==> src/rtl/boot_loader_ctrl.sv <==
// Boot controller: holds the core in reset while a framed program image arrives
// byte by byte from the UART. Bytes are packed little-endian into 32-bit words and
// written to instruction memory. When the image is complete the core is released
// to run from PC 0. A reload request in RUN stops the core and waits for a new image.
module boot_loader_ctrl #(
    parameter int         IMEM_ADDR_W = 10,
    parameter logic [7:0] SYNC_BYTE   = 8'h55
) (
    input  logic                   clk,
    input  logic                   rst,
    input  logic                   rx_valid,
    input  logic [7:0]             rx_data,
    input  logic                   reload,
    output logic                   imem_we,
    output logic [IMEM_ADDR_W-1:0] imem_addr,
    output logic [31:0]            imem_wdata,
    output logic                   core_rst,
    output logic                   done,
    output logic                   err,
    output logic [15:0]            words_loaded
);

    localparam logic [2:0] S_SYNC   = 3'd0;
    localparam logic [2:0] S_LEN_LO = 3'd1;
    localparam logic [2:0] S_LEN_HI = 3'd2;
    localparam logic [2:0] S_DATA   = 3'd3;
    localparam logic [2:0] S_DRAIN  = 3'd4;
    localparam logic [2:0] S_RUN    = 3'd5;
    localparam logic [2:0] S_ERROR  = 3'd6;

    // Largest image the memory can hold, one bit wider than len so 2**16 cannot wrap.
    localparam logic [16:0] MAX_WORDS = 17'(1) << IMEM_ADDR_W;

    logic [2:0]  state;
    logic [15:0] len;
    logic [1:0]  byte_idx;
    logic [23:0] word_buf;   // first three bytes of the word being assembled
    logic [15:0] len_full;   // length as it will be once LEN_HI is captured

    assign len_full = {rx_data, len[7:0]};

    // Frame parser, word packer and core reset sequencing; every output is registered.
    always_ff @(posedge clk) begin
        if (rst) begin
            state        <= S_SYNC;
            core_rst     <= 1'b1;
            imem_we      <= 1'b0;
            imem_addr    <= '0;
            imem_wdata   <= '0;
            done         <= 1'b0;
            err          <= 1'b0;
            words_loaded <= '0;
            len          <= '0;
            byte_idx     <= '0;
            word_buf     <= '0;
        end else begin
            imem_we <= 1'b0;
            case (state)
                S_SYNC: begin
                    if (rx_valid && rx_data == SYNC_BYTE) state <= S_LEN_LO;
                end
                S_LEN_LO: begin
                    if (rx_valid) begin
                        len[7:0] <= rx_data;
                        state    <= S_LEN_HI;
                    end
                end
                S_LEN_HI: begin
                    if (rx_valid) begin
                        len[15:8] <= rx_data;
                        if (len_full == 16'd0) begin
                            // Empty image: release the core straight away.
                            state    <= S_RUN;
                            core_rst <= 1'b0;
                            done     <= 1'b1;
                        end else if ({1'b0, len_full} > MAX_WORDS) begin
                            state <= S_ERROR;
                            err   <= 1'b1;
                        end else begin
                            state        <= S_DATA;
                            byte_idx     <= '0;
                            words_loaded <= '0;
                        end
                    end
                end
                S_DATA: begin
                    if (rx_valid) begin
                        byte_idx <= byte_idx + 2'd1;
                        case (byte_idx)
                            2'd0: word_buf[7:0]   <= rx_data;
                            2'd1: word_buf[15:8]  <= rx_data;
                            2'd2: word_buf[23:16] <= rx_data;
                            default: begin
                                imem_we      <= 1'b1;
                                imem_wdata   <= {rx_data, word_buf};
                                imem_addr    <= words_loaded[IMEM_ADDR_W-1:0];
                                words_loaded <= words_loaded + 16'd1;
                                if (words_loaded + 16'd1 == len) state <= S_DRAIN;
                            end
                        endcase
                    end
                end
                S_DRAIN: begin
                    // One idle cycle so the final write lands before the core starts.
                    state    <= S_RUN;
                    core_rst <= 1'b0;
                    done     <= 1'b1;
                end
                S_RUN: begin
                    // Reload takes priority; any byte arriving with it is dropped.
                    if (reload) begin
                        state        <= S_SYNC;
                        core_rst     <= 1'b1;
                        done         <= 1'b0;
                        words_loaded <= '0;
                        byte_idx     <= '0;
                    end
                end
                S_ERROR: begin
                    // Sticky until rst.
                    err      <= 1'b1;
                    core_rst <= 1'b1;
                end
                default: state <= S_SYNC;
            endcase
        end
    end

endmodule
==> config.mk <==
export PLATFORM = sky130hd
export DESIGN_NAME = boot_loader_ctrl
export DESIGN_NICKNAME = d
export VERILOG_FILES = /design/src/rtl/boot_loader_ctrl.sv
export SDC_FILE = /design/constraint.sdc
export NUM_CORES = 1
export LEC_CHECK = 0
export CAP_MARGIN = 30
export CORE_MARGIN = 1.5
export CORE_UTILIZATION = 54
export DETAILED_ROUTE_END_ITERATION = 12
export PLACE_DENSITY = 0.8
export SYNTH_ARGS = -nofsm -noshare
export SYNTH_HDL_FRONTEND = slang
export SYNTH_SLANG_ARGS = --single-unit
==> constraint.sdc <==
create_clock -name clk -period 2.9 [get_ports clk]
set_input_delay 0.87 -clock clk [delete_from_list [all_inputs] [get_ports clk]]
set_output_delay 0.87 -clock clk [all_outputs]
set_load 0.005 [all_outputs]
==> key figures <==
Critical path
  • Worst flop-to-flop path startpoint: words_loaded[3]
  • Startpoint Class: input pin
  • Reg2reg path depth: 7
  • Worst flop-to-flop path endpoint: state[1]
  • Worst setup path end: words_loaded[5]
  • Register-to-register setup slack: 340 ps
  • Worst setup startpoint: rx_valid
  • Worst path required time: 3170 ps
  • Critical Path End Type: flop
  • Crit path max fanout: 15
  • Arr. time, crit path: 2860 ps
  • Worst Setup Path Type: input pin to flop

STA
  • Fmax: 0.386 GHz
  • Final Max Tran Viols: 0
  • Fin Setup TNS: 0 ps
  • Final setup vio count: 0
  • Minimum clock period: 2590 ps
  • Worst-Margin Slew: 632 ps
  • Final Hold Viols: 0
  • Worst Clk Skew: 12.5 ps
  • Fin crit share: 0.892
  • RSZ-0062 raised after global routing: no
  • Rel. slew slack: 0.579

Routing
  • Vias per cell: 5.89
  • Iteration-0 DRC Markers: 279
  • WL final: 12900 um
  • # DRC: 0
  • Vias: 4801
  • Final ANT Viol Nets: 0
  • Wire per inst: 15.9 um
  • DRT Pass-1 Iters: 5

Global route
  • Antenna violations before repair: 0
  • Largest net degree at the start of global routing: 33
  • Gr busiest metal: met2
  • GRT Total Usage: 0.271
  • Met1 Use GR: 0.349
  • M2 GR Usage: 0.450
  • Met3 Resource Use GR: 0.0405
  • Number of global-route vias before repair: 4436
  • Overflow after GRT: 0
  • Global-route wire length before repair: 21200 um

Outcome
  • Status: complete, no violations

Placed design
  • Port-buffer cells: 73
  • DP Wirelength: 9100 um
  • Placer congestion estimate: 0.897

Layout
  • FILL cells: 722
  • Multi-input logic area: 2420 sq um
  • P&R area growth vs syn: 25.0%
  • Register area: 2140 sq um
  • Fraction of layout cells with a size suffix above 1: 0.0905
  • Ant diodes: 0
  • Nets: 720

Yosys
  • Post-synth ARST share: 0
  • Post-Syn Area: 4770 sq um
  • Post-synthesis cell type count: 49
  • Avg Cell Area, Syn: 7.63 sq um
  • Synthesis-stage register bit count: 107
  • Count leader, synth: nand2_1
  • Area contributors post-synth: dfxtp_1, nand2_1, a21oi_1, nand3_1, xnor2_1
  • Leading register cell type out of synthesis: dfxtp_1
  • Synth top area share: 0.449
  • Yosys warns: 0
  • Syn_nets: 642
  • Post-synth top area cell: dfxtp_1
  • Post-synth top cells: nand2_1, dfxtp_1, a21oi_1
  • Sequential share of the synthesized area: 0.449
  • EDFF count, synth: 0
  • Post-synthesis cell count: 625

Power
  • Peak VDD IR: 0.000280 V
  • Lkg Pwr: 1.98 nW
  • Power after layout: 2.85 mW
  • Cell area power density: 479 nW/um^2

Clock network
  • CTS tree: done
  • CTS max path bufs: 2
  • Skew-Pair Late Insertion Delay: 370 ps
  • CTS H-tree lvls: 3
  • Post-CTS Setup Bufs: 0
  • Root Buffer: clkbuf_8
  • # resized after CTS: 0
  • Num CTS Buffers: 9
  • Hold_buf cts: 0
  • Clk sinks: 107
  • Clk pin slew, worst setup/hold paths: 100 ps

Die
  • # IOs: 74
  • Core area: 8640 sq um
  • FP Rows: 34
  • Initial Util: 0.552
  • Die Span X: 97.0 um
  • Die footprint: 9400 sq um
  • Die height: 97.0 um

Worst hold path
  • Hold crit path type: flop to flop
  • Min-delay src: word_buf[8]

Run
  • Max-cap violation count: 0
sequential cells by signal (all words and copies together) (netlist names):
register / flops
imem_wdata: 32
words_loaded: 16
state: 3
word_buf: 24
core_rst: 1
byte_idx: 2
len: 16
imem_addr: 10
err: 1
imem_we: 1
done: 1
cells in the final DEF, fill, tap and decap left out, types with 3 or more instances in the layout:
| cell type | count |
|---|---|
| inv_1 | 6 |
| clkbuf_8 | 9 |
| buf_4 | 39 |
| nor4_1 | 3 |
| nor2_1 | 26 |
| nor3_1 | 8 |
| xor2_1 | 5 |
| o22ai_1 | 3 |
| dfxtp_1 | 107 |
| nand2_1 | 173 |
| nand3_1 | 35 |
| clkdlybuf4s50_1 | 72 |
| xnor2_1 | 19 |
| a21oi_1 | 105 |
| a31oi_1 | 10 |
| nor2b_1 | 3 |
| ha_1 | 5 |
| o21ai_0 | 19 |
| nand4_1 | 3 |
| clkinvlp_4 | 3 |
| a311oi_1 | 11 |
metal layers:
metal,vias to the layer above,part of all wire
met4,0,0.031
li1,2302,-
met5,-,0
met3,39,0.064
met2,212,0.48
met1,2248,0.43
worst min path at each step:
| stage | to | cells past startpoint |
|---|---|---|
| floorplan | imem_wdata[0] | 2 |
| global placement | imem_addr[7] | 2 |
| detailed placement | imem_wdata[7] | 2 |
| CTS | imem_wdata[7] | 2 |
| global route | word_buf[7] | 2 |
| finish | imem_wdata[8] | 2 |
layout make-up:
type                            instances  share of cell area
Tap cell                              108              0.0227
Multi-Input combinational cell        464               0.407
Sequential cell                       107               0.359
Clock buffer                            9              0.0208
Inverter                                7             0.00441
Clock inverter                          6             0.00860
Timing Repair Buffer                  114               0.178
logic make-up (layout without fill, tap and decap cells):
logic type | Yosys count | after routing | synth area share
AND/OR/NAND/NOR | 272 | 272 | 0.255
AO/OA/AOI/OAI | 161 | 161 | 0.190
flip-flops | 107 | 107 | 0.449
buffers and inverters | 54 | 136 | 0.0446
XOR/XNOR | 24 | 24 | 0.0441
adder cells (fa/ha/maj) | 5 | 5 | 0.0131
multiplexers | 2 | 2 | 0.00420
critical path: stages:
cell and delay [ps]:
clkdlybuf4s50_1 530, nand2_1 180, nor4_2 530, buf_4 340, a31oi_1 130, a311oi_1 280
where the power goes:
part           leakage (nW)  switching, mW  total (mW)  internal, mW
combinational          1.04          0.240       0.426         0.186
clock                0.0798          0.523       0.842         0.318
sequential            0.862         0.0751        1.59          1.51
total                  1.98          0.838        2.85          2.02
through the flow:
stage | setup WS [ps] | hold WS, ps | utilization | instances | cell area, sq um
6_report | 312 | 460 | 0.690 | 815 | 5960
5_1_grt | 128 | 476 | 0.690 | 815 | 5960
4_1_cts | 351 | 463 | 0.690 | 815 | 5960
3_5_place_dp | -28.0 | 447 | 0.670 | 800 | 5790
3_3_place_gp | 3.90 | 443 | 0.670 | 800 | 5790
2_1_floorplan | 206 | 432 | - | 625 | 4770
(Power assumes the default switching activity.)
